### src/rtl/mem_arbiter_pkg.sv
// Shared definitions for the byte-serial RAM arbiter: FSM states, access size
// codes and the byte-count lookup.
package mem_arbiter_pkg;

    // Width of the external RAM data bus.
    localparam int unsigned RAM_DW = 8;

    // mem_size encodings; code 3 is handled as a word.
    localparam logic [1:0] SIZE_B = 2'd0;
    localparam logic [1:0] SIZE_H = 2'd1;
    localparam logic [1:0] SIZE_W = 2'd2;

    // Instruction fetches are always one full word.
    localparam logic [2:0] IF_BYTES = 3'd4;

    typedef enum logic [2:0] {
        StIdle,
        StIfRd,
        StMemRd,
        StMemWr,
        StDone
    } state_e;

    // Number of byte transfers for a load/store of the given size.
    function automatic logic [2:0] byte_count(input logic [1:0] size);
        case (size)
            SIZE_B:  return 3'd1;
            SIZE_H:  return 3'd2;
            SIZE_W:  return 3'd4;
            default: return 3'd4;
        endcase
    endfunction

endpackage

### src/rtl/mem_arbiter_byte_asm.sv
// Little-endian word assembly register: captures one RAM byte per enabled
// cycle into the selected lane. A lane-0 capture starts a new word and clears
// the upper lanes, so short loads come out zero-extended. The word is held
// until the next capture.
module mem_byte_asm
    import mem_arbiter_pkg::*;
#(
    parameter int unsigned DATA_W = 32
) (
    input  logic              clk,
    input  logic              rst,
    input  logic              en,
    input  logic [1:0]        lane,
    input  logic [RAM_DW-1:0] din,
    output logic [DATA_W-1:0] word
);

    logic [DATA_W-1:0] word_d;

    // Merge the incoming byte into its lane; lane 0 begins a fresh word.
    always_comb begin
        word_d = (lane == 2'd0) ? '0 : word;
        for (int i = 0; i < int'(DATA_W / RAM_DW); i++) begin
            if (lane == 2'(i)) begin
                word_d[i*RAM_DW +: RAM_DW] = din;
            end
        end
    end

    // Capture register, cleared by reset only.
    always_ff @(posedge clk or negedge rst) begin
        if (!rst) begin
            word <= '0;
        end else if (en) begin
            word <= word_d;
        end
    end

endmodule

### src/rtl/mem_arbiter.sv
// Byte-serial arbiter sharing one 8-bit RAM port between instruction fetch
// and load/store. MEM wins ties; accesses are never preempted. rdy_in low
// freezes all state and suppresses RAM writes and done pulses.
module mem_arbiter
    import mem_arbiter_pkg::*;
#(
    parameter int unsigned ADDR_W = 32,
    parameter int unsigned DATA_W = 32
) (
    input  logic              clk,
    input  logic              rst,
    input  logic              rdy_in,
    input  logic              if_req,
    input  logic [ADDR_W-1:0] if_addr,
    output logic              if_done,
    output logic [DATA_W-1:0] if_inst,
    input  logic              mem_req,
    input  logic              mem_we,
    input  logic [1:0]        mem_size,
    input  logic [ADDR_W-1:0] mem_addr,
    input  logic [DATA_W-1:0] mem_wdata,
    output logic              mem_done,
    output logic [DATA_W-1:0] mem_rdata,
    output logic              stallreq_if,
    output logic              stallreq_mem,
    input  logic [RAM_DW-1:0] ram_din,
    output logic [RAM_DW-1:0] ram_dout,
    output logic [ADDR_W-1:0] ram_a,
    output logic              ram_wr
);

    state_e            state_q;
    logic [2:0]        cnt_q;
    logic [2:0]        n_q;
    logic [ADDR_W-1:0] base_q;
    logic [DATA_W-1:0] wdata_q;
    logic [ADDR_W-1:0] ram_a_q;
    logic [RAM_DW-1:0] ram_dout_q;
    logic              ram_wr_q;
    logic              if_done_q;
    logic              mem_done_q;

    logic [2:0]        cnt_nxt;
    logic [ADDR_W-1:0] addr_nxt;
    logic [RAM_DW-1:0] wbyte_nxt;
    logic              rd_state;
    logic              cap_en;
    logic [1:0]        cap_lane;

    // Next transfer address/byte and read-capture control.
    always_comb begin
        cnt_nxt   = cnt_q + 3'd1;
        addr_nxt  = base_q + ADDR_W'(cnt_nxt);
        wbyte_nxt = wdata_q[{cnt_nxt[1:0], 3'b000} +: RAM_DW];
        rd_state  = (state_q == StIfRd) || (state_q == StMemRd);
        // ram_din lags ram_a by a cycle, so count k delivers byte k-1.
        cap_en    = rdy_in && rd_state && (cnt_q != 3'd0);
        cap_lane  = 2'(cnt_q - 3'd1);
    end

    mem_byte_asm #(
        .DATA_W (DATA_W)
    ) u_if_asm (
        .clk  (clk),
        .rst  (rst),
        .en   (cap_en && (state_q == StIfRd)),
        .lane (cap_lane),
        .din  (ram_din),
        .word (if_inst)
    );

    mem_byte_asm #(
        .DATA_W (DATA_W)
    ) u_mem_asm (
        .clk  (clk),
        .rst  (rst),
        .en   (cap_en && (state_q == StMemRd)),
        .lane (cap_lane),
        .din  (ram_din),
        .word (mem_rdata)
    );

    // Arbitration FSM with registered RAM-side outputs and done flags.
    always_ff @(posedge clk or negedge rst) begin
        if (!rst) begin
            state_q    <= StIdle;
            cnt_q      <= 3'd0;
            n_q        <= 3'd0;
            base_q     <= '0;
            wdata_q    <= '0;
            ram_a_q    <= '0;
            ram_dout_q <= '0;
            ram_wr_q   <= 1'b0;
            if_done_q  <= 1'b0;
            mem_done_q <= 1'b0;
        end else if (rdy_in) begin
            case (state_q)
                StIdle: begin
                    cnt_q <= 3'd0;
                    // The older instruction in MEM must proceed first.
                    if (mem_req) begin
                        base_q  <= mem_addr;
                        n_q     <= byte_count(mem_size);
                        wdata_q <= mem_wdata;
                        ram_a_q <= mem_addr;
                        if (mem_we) begin
                            state_q    <= StMemWr;
                            ram_wr_q   <= 1'b1;
                            ram_dout_q <= mem_wdata[RAM_DW-1:0];
                        end else begin
                            state_q <= StMemRd;
                        end
                    end else if (if_req) begin
                        base_q  <= if_addr;
                        n_q     <= IF_BYTES;
                        ram_a_q <= if_addr;
                        state_q <= StIfRd;
                    end
                end
                StIfRd, StMemRd: begin
                    if (cnt_q == n_q) begin
                        state_q    <= StDone;
                        if_done_q  <= (state_q == StIfRd);
                        mem_done_q <= (state_q == StMemRd);
                    end else begin
                        cnt_q   <= cnt_nxt;
                        // Final count only collects the last byte; no new address.
                        ram_a_q <= (cnt_nxt < n_q) ? addr_nxt : '0;
                    end
                end
                StMemWr: begin
                    if (cnt_q == n_q - 3'd1) begin
                        state_q    <= StDone;
                        mem_done_q <= 1'b1;
                        ram_wr_q   <= 1'b0;
                        ram_a_q    <= '0;
                        ram_dout_q <= '0;
                    end else begin
                        cnt_q      <= cnt_nxt;
                        ram_a_q    <= addr_nxt;
                        ram_dout_q <= wbyte_nxt;
                    end
                end
                StDone: begin
                    state_q    <= StIdle;
                    cnt_q      <= 3'd0;
                    if_done_q  <= 1'b0;
                    mem_done_q <= 1'b0;
                end
                default: begin
                    state_q <= StIdle;
                end
            endcase
        end
    end

    // Gating by rdy_in keeps a pending done alive and stops writes at once.
    assign ram_a        = ram_a_q;
    assign ram_dout     = ram_dout_q;
    assign ram_wr       = ram_wr_q & rdy_in;
    assign if_done      = if_done_q & rdy_in;
    assign mem_done     = mem_done_q & rdy_in;
    assign stallreq_if  = if_req & ~if_done;
    assign stallreq_mem = mem_req & ~mem_done;

endmodule

### config.mk
export PLATFORM = sky130hd
export DESIGN_NAME = mem_arbiter
export DESIGN_NICKNAME = d
export VERILOG_FILES = /design/src/rtl/mem_arbiter_pkg.sv /design/src/rtl/mem_arbiter_byte_asm.sv /design/src/rtl/mem_arbiter.sv
export SDC_FILE = /design/constraint.sdc
export NUM_CORES = 1
export LEC_CHECK = 0
export ABC_AREA = 1
export CAP_MARGIN = 20
export CORE_UTILIZATION = 50
export CTS_CLUSTER_DIAMETER = 100
export DETAILED_ROUTE_END_ITERATION = 6
export PLACE_DENSITY_LB_ADDON = 0.08
export SLEW_MARGIN = 0
export SYNTH_ARGS = -nofsm -noshare
export SYNTH_HDL_FRONTEND = slang
export SYNTH_SLANG_ARGS = --single-unit
### constraint.sdc
create_clock -name clk -period 3.3 [get_ports clk]
set_clock_uncertainty 0.1 [all_clocks]
set_input_delay 0.99 -clock clk [delete_from_list [all_inputs] [get_ports clk]]
set_output_delay 0.99 -clock clk [all_outputs]
set_load 0.05 [all_outputs]
---- Word-level counts from Yosys, hierarchy flattened ----
Index checks and enable logic that the tools add are counted.
cells by class
  muxes and demuxes ....................... 36
  reduce and logical (&&, ||, !) cells .... 37
  bitwise operators ....................... 7
  $lt $le $gt $ge ......................... 1
  eq/ne operators ......................... 17
  shifts and indexed selects .............. 1
  add/subtract/negate cells ............... 4
operators by type and width
  operator                                                                count
  32-bit 2-to-1 mux                                                       6
  32-bit one-hot mux with 3 select lines                                  1
  8-bit 2-to-1 mux                                                        7
  32-bit by 3-bit adder with 32-bit output                                1
  32-bit by 6-bit indexed part select with 8-bit output                   1
  3-bit 2-to-1 mux                                                        8
  4-bit AND reduction                                                     5
  3-bit one-hot mux with 3 select lines                                   2
  8-bit one-hot mux with 2 select lines                                   1
  2-bit AND reduction                                                     8
  2-bit inequality test (second input constant)                           6
  2-bit nonzero test                                                      6
  3-bit nonzero test                                                      4
  3-bit AND reduction                                                     3
  1-bit 2-to-1 mux                                                        7
  3-bit by 2-bit equality test with 1-bit output (second input constant)  2
  3-bit equality test                                                     2
  3-bit one-hot mux with 2 select lines                                   1
  1-bit AND                                                               5
  5-bit AND reduction                                                     1
  2-bit by 1-bit equality test with 1-bit output (second input constant)  2
  2-bit equality test (second input constant)                             2
  1-bit logical AND                                                       4
  2-bit logical NOT                                                       2
  13 further kinds                                                        16
storage, ports and cells
  bits of input ports ..................... 112
  word-level logic and storage cells ...... 121
  output and inout port bits .............. 109
  register bits after elaboration ......... 180

---- Depth between registers and ports, before layout ----
  depth in word-level cells ............... 6
  mapped depth ............................ 14
  depth with buffers taken out ............ 13

---- Hierarchy ----
From an unflattened synthesis, not the netlist that was laid out.
second synthesis, totals
  cells, all modules ...................... 1,192
  area, all modules ....................... 9,411.5 µm²
by module, submodules not included
  module        seq. area each (µm²)  cells each  times used  area an instance (µm²)
  mem_arbiter   2,902.8               894         1           6,628.9
  mem_byte_asm  800.8                 149         2           1,391.3

---- Worst setup path after synthesis ----
No wires, ideal clock.
  kind .................................... input to output
  from .................................... input port rdy_in
  to ...................................... output port stallreq_if
  stages .................................. 4
  data required time ...................... 2,210 ps
  arrival time ............................ 2,084 ps
  path slack .............................. 126 ps
  buffers on the path ..................... 1
  cell sequence ........................... buf_6 > nand2_1 > inv_1 > nor2_1
on the way
  longest elaborated chain between the ends .. 3
ends and longest elaborated chain
  element            line                text
  start, declared    mem_arbiter.sv:12   input logic rdy_in,
  1-bit AND          mem_arbiter.sv:161  assign if_done = if_done_q & rdy_in;
  named net if_done  mem_arbiter.sv:15   output logic if_done,
  1-bit NOT          mem_arbiter.sv:163  assign stallreq_if = if_req & ~if_done;
  1-bit AND          mem_arbiter.sv:163
  end, declared      mem_arbiter.sv:24   output logic stallreq_if,
The timed path passes the listed nets, and every way through them passes these cells.

---- Worst setup path after layout ----
  from .................................... input port rdy_in
  to ...................................... output port stallreq_mem
on the way
  longest elaborated chain between the ends .. 3
ends and longest elaborated chain
  element        line                text
  1-bit AND      mem_arbiter.sv:162  assign mem_done = mem_done_q & rdy_in;
  1-bit NOT      mem_arbiter.sv:164  assign stallreq_mem = mem_req & ~mem_done;
  1-bit AND      mem_arbiter.sv:164
  end, declared  mem_arbiter.sv:25   output logic stallreq_mem,
Every way passes these cells.

==> key figures <==
Status
  • Status: complete, no violations

Yosys
  • Syn nets: 1284
  • Share of the synthesized area in the top cell type: 0.490
  • Yosys reg bits: 180
  • Syn. warnings: 0
  • Syn Std Cell Area: 9190 µm²
  • Netlist cell types: 41
  • Most used DFF post-synth: dfrtp_1
  • Dominant cell type by area after synthesis: dfrtp_1
  • Syn_area_per_cell: 7.93 µm²
  • Post-synthesis async set-or-reset flop share: 1.00
  • Mapped Cells: 1159
  • Synth area leaders: dfrtp_1 (49%), nand2_1 (15%), nor2_1 (5.9%)
  • EDFF count, synth: 0
  • Register area share after synthesis: 0.490

Run
  • Max-cap violations: 0

CTS
  • H-tree lvl count: 4
  • Clk buf depth: 2
  • Post-CTS sizing: 0
  • Hold_buf cts: 0
  • Root buf cell: clkbuf_16
  • CTS tree: yes
  • Post-CTS setup buffers: 0
  • Num CTS Buffers: 17
  • Clock latency on the worst-skew pair: 0.44 ns
  • Clock slew at reported path FFs: 0.08 ns
  • CTS Sinks: 180

Setup path
  • CP max FO: 4
  • Critical path depth: 5
  • Crit-path slowest cell: clkdlybuf4s50_1
  • Critical path capture point type: output pin
  • Critical-path cell list: clkdlybuf4s50_1 > nand2_1 > inv_1 > nor2_1 > buf_12
  • CP peak stage delay: 0.53 ns
  • Critical path required time: 2.21 ns
  • CP delay by family, top: buffers and inverters
  • WP data arrival: 2.09 ns
  • Critical Path Source Type: primary input
  • Reg2Reg Depth: 10
  • Crit path kind: in2out
  • Number of buffers and inverters on the critical path: 3

Worst hold path
  • Worst hold path class: in2async

Floorplanning
  • Die Ht: 138 µm
  • Row Count: 49
  • Starting Density: 0.511
  • Full die area: 18900 µm²
  • Core footprint: 18000 µm²
  • IO Pins: 221
  • Die X: 138 µm

STA
  • Final Hold Viols: 0
  • FMAX: 0.315 GHz
  • Setup violations, final: 0
  • RSZ-0062 raised after global routing: false
  • Setup TNS: 0 ns
  • Period utilisation layout: 0.963
  • Slew headroom: 0.548
  • Slew of the pin with the lowest slew margin: 0.677 ns
  • Post-layout min period: 3.18 ns
  • Pins over their slew limit: 0
  • Hold WS: 0.375 ns

Placed design
  • Final RePlAce weighted congestion: 0.914
  • I/O Buffers: 220
  • Placed Cells: 1584
  • Detailed Place HPWL: 18300 µm

Drt
  • First-pass DRT Iterations: 5
  • DRC errors left: 0
  • Iter 0 DRT Violations: 656
  • Vias per cell: 5.23
  • DR WL/cell: 15.5 µm
  • Detail Route Antenna Nets: 0
  • Final wirelength: 25100 µm
  • Vias: 8453

Layout
  • Commonest non-fill, non-tap cells in the layout: nand2_1 (359), clkdlybuf4s50_1 (213), dfrtp_1 (180)
  • ANT cells: 0
  • Layout Nets: 1499
  • Fraction of layout cells with a size suffix above 1: 0.0786
  • Commonest non-fill, non-tap cell in the layout: nand2_1
  • Layout Cells excl Fill: 1616
  • P&R area growth vs syn: 33.1%

GRT
  • Grt total ovfl: 0
  • First-pass GRT wire length: 39800 µm
  • Initial antenna violation count: 0
  • Gr usage total: 0.276
  • Largest net degree at the start of global routing: 62
  • Vias in the first global route: 7745

Power and ir drop
  • PwrDens: 967 nW/µm²
  • Leak Pwr: 0.00564 µW
  • VDD IR max: 0.707 mV
kinds of logic (layout without fill, tap and decap cells):
group | after synthesis | in the layout | share of synthesized area
multiplexers | 28 | 28 | 0.0305
adder cells (fa/ha/maj) | 13 | 13 | 0.0185
AND/OR/NAND/NOR | 600 | 600 | 0.271
buffers and inverters | 126 | 354 | 0.0644
flip-flops | 180 | 180 | 0.490
AO/OA/AOI/OAI | 202 | 202 | 0.115
XOR/XNOR | 10 | 10 | 0.00953
final timing paths:
path	startpoint	to	slack, ns
setup / recovery	rdy_in	stallreq_mem	0.12
max in group asynchronous	rst	ram_a[0]	1.97
min in group clk	wdata_q[31]	wdata_q[31]	0.37
hold / removal	rst	u_if_asm.word[1]	0.37
setup reg to reg	cnt_q[1]	ram_a[24]	0.54
hold reg to reg	wdata_q[31]	wdata_q[31]	0.37
stage by stage:
stage	worst slack (ns)	util	total power, µW	cell area [µm²]
after CTS	0.116	0.681	11900	12200
after global placement	0.132	0.647	9660	11600
after floorplan	0.126	-	7820	9190
after global routing	0.0577	0.681	12600	12200
after detailed placement	0.116	0.647	9780	11600
final	0.121	0.681	11800	12200
area by class of cell:
| type | instances | area, µm² |
|---|---|---|
| clock buffer | 18 | 439 |
| tap | 229 | 287 |
| inverter | 83 | 317 |
| sequential | 180 | 4500 |
| timing repair buffer | 239 | 2430 |
| multi-input combinational | 853 | 4090 |
| clock inverter | 14 | 159 |
| fill | 1555 | 5740 |
metal layers:
| metal | vias up | GRT usage | wire, µm |
|---|---|---|---|
| met5 | - | 0 | 0 |
| met4 | 0 | 0.0720 | 279 |
| met3 | 23 | 0.0489 | 1810 |
| met2 | 312 | 0.418 | 11300 |
| met1 | 3955 | 0.406 | 11700 |
| li1 | 4163 | - | - |
flip-flops by register name, summed over array words and instances, names as in the netlist:
register,cells
u_mem_asm.word,32
wdata_q,32
base_q,32
ram_wr_q,1
cnt_q,3
ram_dout,8
mem_done_q,1
ram_a,32
u_if_asm.word,32
n_q,3
if_done_q,1
state_q,3
where the power goes:
| group | switching [µW] | internal, µW |
|---|---|---|
| clock network | 962 | 1100 |
| registers | 683 | 3110 |
| logic | 3970 | 2000 |
| total | 5610 | 6210 |
cells in the mapped netlist (2+ instances only):
library cell	instances
a21o_1	2
a21oi_1	46
a21oi_2	6
buf_2	17
buf_4	10
buf_6	7
clkbuf_1	6
clkbuf_2	2
dfrtp_1	180
ha_1	12
inv_1	69
inv_2	12
inv_4	2
mux2i_1	28
nand2_1	359
nand2_2	7
nand2_4	3
nand3_1	55
nand3_2	3
nand3b_1	4
nand4_1	7
nor2_1	144
nor2_2	7
nor2_4	2
nor3_4	2
o21ai_0	97
o21ai_1	44
o22ai_1	2
or2_2	4
xnor2_1	4
xor2_1	6
worst reg2reg max path, cell delays in order, from the launching register on:
cell and delay [ns]:
dfrtp_1 0.46, inv_1 0.13, ha_1 0.39, ha_1 0.30, inv_1 0.05, nor2_1 0.03, o21ai_0 0.14, nand3b_1 0.11
nand2_2 0.51, nand3_1 0.27, a21oi_1 0.20
No activity file was read; power rests on OpenSTA's default activity.
